`config.mk`:
```
export PLATFORM = sky130hd
export DESIGN_NAME = pc_sequencer
export DESIGN_NICKNAME = d
export VERILOG_FILES = /design/src/rtl/pc_sequencer.sv
export SDC_FILE = /design/constraint.sdc
export NUM_CORES = 1
export LEC_CHECK = 0
export BUFFER_PORTS_ARGS = -buffer_cell sky130_fd_sc_hd__buf_2
export CORE_MARGIN = 2
export CORE_UTILIZATION = 40
export CTS_CLUSTER_DIAMETER = 200
export DETAILED_ROUTE_END_ITERATION = 8
export PLACE_DENSITY = 0.78
export SLEW_MARGIN = 20
export SYNTH_ARGS = -nofsm -noshare
export SYNTH_HDL_FRONTEND = slang
export SYNTH_SLANG_ARGS = --single-unit
export TNS_END_PERCENT = 5
```
`constraint.sdc`:
```
create_clock -name clk -period 2.6 [get_ports clk]
set_input_delay 0 -clock clk [delete_from_list [all_inputs] [get_ports clk]]
set_output_delay 0 -clock clk [all_outputs]
set_load 0.1 [all_outputs]
```
`src/rtl/pc_sequencer.sv`:
```
// pc_sequencer: program-counter and run-control stage feeding the CPU core.
// Holds the architectural PC and retires the core's computed next address
// while running or single-stepping. It halts automatically on a self-loop,
// a misaligned target, or when the instruction budget is reached.
//
// Ports:
//   clk, rst     rising-edge clock, synchronous active-high reset
//   Start        level; in IDLE, enter RUN (has priority over Step)
//   Stop         level; in RUN, return to IDLE
//   Step         level; in IDLE, retire one instruction per sampled cycle
//   Next_Addr    next PC computed by the core for the current PC_Addr
//   PC_Addr      current PC (registered)
//   Running      high in RUN
//   Halted       high in HALT
//   Halt_Cause   0 none, 1 self-loop, 2 misaligned, 3 budget
//   Step_Done    one-cycle pulse after a step retires
//   Instr_Count  retired-instruction count; wraps modulo 2^32
//   dbg_state    current FSM state (0 IDLE, 1 RUN, 2 HALT)
//
// Control handshake: there is no valid/ready pair here. Start, Stop and
// Step are level inputs sampled on every rising edge. Next_Addr must be
// stable before each edge, and it is consumed only on a retiring edge.
module pc_sequencer #(
  parameter logic [31:0] BOOT_ADDR = 32'h0000_0000,
  parameter logic [31:0] MAX_INSTR = 32'd0
) (
  input  logic        clk,
  input  logic        rst,
  input  logic        Start,
  input  logic        Stop,
  input  logic        Step,
  input  logic [31:0] Next_Addr,
  output logic [31:0] PC_Addr,
  output logic        Running,
  output logic        Halted,
  output logic [1:0]  Halt_Cause,
  output logic        Step_Done,
  output logic [31:0] Instr_Count,
  output logic [1:0]  dbg_state
);

  typedef enum logic [1:0] {
    IDLE = 2'd0,
    RUN  = 2'd1,
    HALT = 2'd2
  } state_t;

  state_t      state, state_n;
  logic        try_retire;
  logic        retire;
  logic [1:0]  cause_n;
  logic        step_done_n;
  logic [31:0] count_inc;

  assign count_inc = Instr_Count + 32'd1;
  assign dbg_state = state;

  always_comb begin
    state_n     = state;
    cause_n     = Halt_Cause;
    retire      = 1'b0;
    step_done_n = 1'b0;
    try_retire  = 1'b0;

    case (state)
      IDLE: begin
        if (Start) state_n = RUN;
        else if (Step) try_retire = 1'b1;
      end
      RUN: begin
        if (Stop) state_n = IDLE;
        else try_retire = 1'b1;
      end
      default: ;
    endcase

    // A misaligned target blocks the retire. The other halt causes
    // retire first and then halt.
    if (try_retire) begin
      if (Next_Addr[1:0] != 2'b00) begin
        state_n = HALT;
        cause_n = 2'd2;
      end else begin
        retire      = 1'b1;
        step_done_n = (state == IDLE);
        if (Next_Addr == PC_Addr) begin
          state_n = HALT;
          cause_n = 2'd1;
        end else if ((MAX_INSTR != 32'd0) && (count_inc == MAX_INSTR)) begin
          state_n = HALT;
          cause_n = 2'd3;
        end
      end
    end
  end

  always_ff @(posedge clk) begin
    if (rst) begin
      state       <= IDLE;
      PC_Addr     <= BOOT_ADDR;
      Instr_Count <= 32'd0;
      Running     <= 1'b0;
      Halted      <= 1'b0;
      Halt_Cause  <= 2'd0;
      Step_Done   <= 1'b0;
    end else begin
      state      <= state_n;
      Running    <= (state_n == RUN);
      Halted     <= (state_n == HALT);
      Halt_Cause <= cause_n;
      Step_Done  <= step_done_n;
      if (retire) begin
        PC_Addr     <= Next_Addr;
        Instr_Count <= count_inc;
      end
    end
  end

endmodule
```
# Word-level counts from Yosys, hierarchy flattened

Cells that the tools add are included.

Reduce and logical (&&, ||, !) cells: 5
Eq/ne operators: 4
Bitwise gates (word level): 1
Multiplexer cells: 14
Add/subtract/negate cells: 1

Operators by type and width:

| kind                    | count |
|---|---|
| $add A32 B1 Y32 const B | 1 |
| $eq A32 B32 Y1          | 1 |
| $mux W2                 | 7 |
| $mux W1                 | 5 |
| $eq A2 B1 Y1 const B    | 2 |
| $pmux W2 S2             | 1 |
| $reduce_bool A2 Y1      | 2 |
| $reduce_or A3 Y1        | 1 |
| $eq A2 B2 Y1 const B    | 1 |
| $logic_not A2 Y1        | 1 |
| $pmux W1 S2             | 1 |
| $reduce_and A2 Y1       | 1 |
| $not A1 Y1              | 1 |

Word-level logic and storage cells: 32
Bits in registers: 71
Output and inout bits: 71

# Longest topological paths before layout

Word-level depth: 6
Gate-level depth with buffers: 6
Depth with buffers taken out: 5

# Least setup slack after synthesis

Ideal clock, no wire load.

Path type: flip-flop to flip-flop
Start: register state[0] (netlist: dbg_state[0])
End: register Halted
Cell stages (with the launch flop): 6
Data arrival time: 2448 ps
Path buffers: 0
Path slack: 50 ps
Required time: 2498 ps
Library setup time: 102 ps
Cell sequence: dfxtp_1 > nor3b_2 > nor2_1 > nor4_2 > or4b_1 > o311ai_1

Word-level cells in the longest chain between the ends: 6
Elaborated cells on any way between the ends: 10
Classes of those cells: eq/ne (2); mux (7); reduce/logical (1)

RTL lines:

| item                                 | RTL line | text |
|---|---|---|
| from (decl)                          | 48       | `state_t state, state_n;` |
| from (signal assigned)               | 107      | `state <= state_n;` |
| $eq A2 B1 Y1 (tied with other cells) | 65       | `case (state)` |
| $pmux W2 S2                          | 65       |  |
| $mux W2                              | 86       | `if (Next_Addr == PC_Addr) begin` |
| $mux W2                              | 80       | `if (Next_Addr[1:0] != 2'b00) begin` |
| $mux W2 (*)                          | 79       | `if (try_retire) begin` |
| $eq A2 B2 Y1 (*)                     | 109      | `Halted <= (state_n == HALT);` |
| to (signal assigned)                 | 109      |  |
| to (decl)                            | 35       | `output logic Halted,` |

Mark *: on every way between the ends. The rest lies on a longest branch, timed or not.
A chain may end at the register's enable or synchronous reset.

# Worst setup path after layout

Start: register state[0] (netlist: dbg_state[0])
End: register Instr_Count[31]

Word-level cells in the longest chain between the ends: 3
Elaborated cells on any way between the ends: 4
Classes of those cells: eq/ne (1); mux (2); reduce/logical (1)

RTL lines:

| item                                                    | RTL line | text |
|---|---|---|
| $eq A2 B1 Y1 / $logic_not A2 Y1 (equally long branches) | 65       |  |
| $pmux W1 S2 (*)                                         | 65       |  |
| $mux W1 (*)                                             | 79       |  |
| to (signal assigned)                                    | 114      | `Instr_Count <= count_inc;` |
| to (decl)                                               | 38       | `output logic [31:0] Instr_Count,` |

Marks and branches as above.

==> results.toml <==
[global_route]
use_met1_pct = 25.0
use_met3_pct = 6.34
grt_busiest_layer = "met2"
grtUsageTotal_pct = 20.5
grt_max_degree = 45
gr-total-overflow = 0
grt_first_pass_wirelength_um = 14300
grtUsageMet2_pct = 34.0
grt_pass1_vias = 3050
grt_antenna_before_repair = 0

[synthesis]
synth-edff-count = 0
yosysMostFrequentCell = "nand2_1"
async_reset_ff_share_pct = 0
synth_nets = 432
avgSynthCellArea_um2 = 8.22
synth_fa_ha_area_share_pct = 0.387
synth_commonest_cells = "79 x nand2_1, 71 x dfxtp_1, 48 x a21oi_1"
syn_inst = 394
yosysSeqAreaShare_pct = 43.9
ys.flop_type = "dfxtp_1"
synth.area.mux_share_pct = 0
synthXorXnorAreaFrac_pct = 12.2
synthSimpleGateAreaFrac_pct = 27.9
ys_seq_elements = 71
netlist_area_um2 = 3240
synth_top_family_by_area = "simple AND/OR/NAND/NOR gates"
synth_area_leader_cell = "dfxtp_1"
synth_top_area_share_pct = 43.9
ys_warn_count = 0
netlist-cell-type-count = 40
synth_compound_area_share_pct = 12.9
synth_area_leaders = "dfxtp_1 44%, nand2_1 9.2%, xor2_1 7.8%"

[setup_path]
critPathSlowestCell = "or4_1"
crit_family = "simple AND/OR/NAND/NOR gates"
critPathLaunch = "dbg_state[0]"
setup.worst_path.class = "flop to flop"
cp_num_buf_inv = 0
arrival_ns = 2.50
critPathRequiredTime_ns = 2.87
path_cells = "nor3b_2 > o21a_1 > nand4_1 > or4_1 > a21oi_1"
r2r_start = "dbg_state[0]"
path_max_fanout = 14
critPathMaxStageDelay_ns = 0.59
r2r_slack_ns = 0.36
cp-end-kind = "flop"
worstSetupStartpointType = "flop"

[die]
ios = 108
die_height_um = 94.0
dieArea_um2 = 8830
core_area_um2 = 7770
die_width_um = 94.0
rows = 32
start_util_pct = 41.7

[timing]
worstMarginPinSlew_ns = 0.753
finalClockSkew_ns = 0.0128
setup_viol = 0
drv_slew = 0
grt_setup_unrepaired = "false"
final_hold_viol_count = 0
hold_slack_ns = 0.0678
fmax_ghz = 0.447
relSlewSlack_pct = 49.8
fin_setup_tns_ns = 0
layout_min_cycle_time_ns = 2.24
worst_slack_ns = 0.363
finalCritPeriodShare_pct = 86.0

[power]
switching_share_pct = 30.3
power.switching_mw = 0.703
p_leak_nw = 1.81
internal-power_mw = 1.62
seqPwrFrac_pct = 48.8
total_power_mw = 2.32
vdd_drop_max_uv = 362
powerDensity_nw_per_um2 = 534
clockPowerShare_pct = 34.5
power_frac_comb_pct = 16.7

[clock_tree]
htreeDepth = 3
numCtsBuffers = 9
cts_tree = "done"
clockBufferDepth = 2
cts_sinks = 71
clk_pin_slew_worst_paths_ns = 0.07
clkLatencyLatePin_ns = 0.34
cts_resized = 0
cts_root_buffer = "clkbuf_8"

[final_layout]
fill_cells = 713
drive_above_1_share_pct = 24.6
area_growth_pct = 34.2
postLayoutCoreUtil_pct = 55.9
fin_nets = 566

[drt]
final_antenna_net_count = 0
via_per_inst = 5.17
drc = 0
drt-total-wl_um = 8930
drt_first_pass_iters = 4
drt_iter0_markers = 123
vias = 3287
wire_per_inst_um = 14.0

[placed_design]
dp_hpwl_um = 5960
pre_cts_slack_ns = 0.341
gp_congestion = 0.793
io_buffers = 107

[hold_path]
holdCritStartpoint = "Stop"
min_path_type = "primary input to flop"

[outcome]
status = "completed"

[flow_run]
drv_cap = 0
worst paths after layout:
kind | to | cells past startpoint
max reg2reg | Instr_Count[31] | 5
min reg2reg | PC_Addr[16] | 2
max | Instr_Count[31] | 5
min | Running | 4
timing repair:
| action | CTS | global route |
|---|---|---|
| setup buffers | 0 | 0 |
| hold buffers | 30 | 0 |
| endpoints found under the hold margin | 30 | 0 |
cells by family after synthesis:
| family | Yosys count |
|---|---|
| XOR/XNOR | 45 |
| AND/OR/NAND/NOR | 178 |
| AO/OA/AOI/OAI | 76 |
| adder cells (fa/ha/maj) | 1 |
| flip-flops | 71 |
| buffers and inverters | 23 |
power groups by stage:
stage          combinational [mW]  sequential (mW)  clock, mW
6_report                    0.387             1.13      0.801
5_1_grt                     0.410             1.14      0.880
4_1_cts                     0.384             1.13      0.823
3_5_place_dp                0.348             1.16          0
3_3_place_gp                0.344             1.16          0
2_1_floorplan              0.0999             1.32          0
layout by cell type, fill, tap and decap left out, types with 6 or more instances in the layout:
master / instances
or3_1: 13
o21ai_0: 15
clkbuf_8: 11
dlygate4sd3_1: 30
nor4_1: 13
dfxtp_1: 71
nand4_1: 11
nor3_1: 6
a21oi_1: 48
nand3_1: 10
nor2_1: 21
nand2_1: 79
xnor2_1: 16
xor2_1: 29
buf_2: 107
metrics by stage:
stage / area (um^2) / std cells
floorplan: 3240 / 394
global placement: 3860 / 589
detailed placement: 3860 / 589
CTS: 4340 / 635
global route: 4340 / 635
finish: 4340 / 636
worst reg2reg max path: stages, from the launching register on:
cell,delay [ns]
dfxtp_1,0.49
nor3b_2,0.35
o21a_1,0.23
nand4_1,0.36
or4_1,0.59
a21oi_1,0.15
layout make-up:
type	count	area (um^2)	share of cell area [%]
Inverter	5	18.8	0.432
Clock inverter	3	17.5	0.403
Clock buffer	13	159	3.66
Antenna cell	1	2.50	0.0576
Timing Repair Buffer	141	866	19.9
Tap cell	102	128	2.94
Multi-Input combinational cell	300	1730	39.9
Sequential cell	71	1420	32.7
state kept, by name, summed over array words and instances (netlist names):
signal       flops
Halt_Cause       2
Halted           1
Instr_Count     32
PC_Addr         32
Running          1
Step_Done        1
dbg_state        2
routing by layer:
metal  vias to the layer above  wire [um]
met5                         -          0
met3                        21        605
li1                       1636          -
met4                         0        176
met1                      1515       3870
met2                       115       4280
Note: power is estimated with default switching activity, not from simulation.
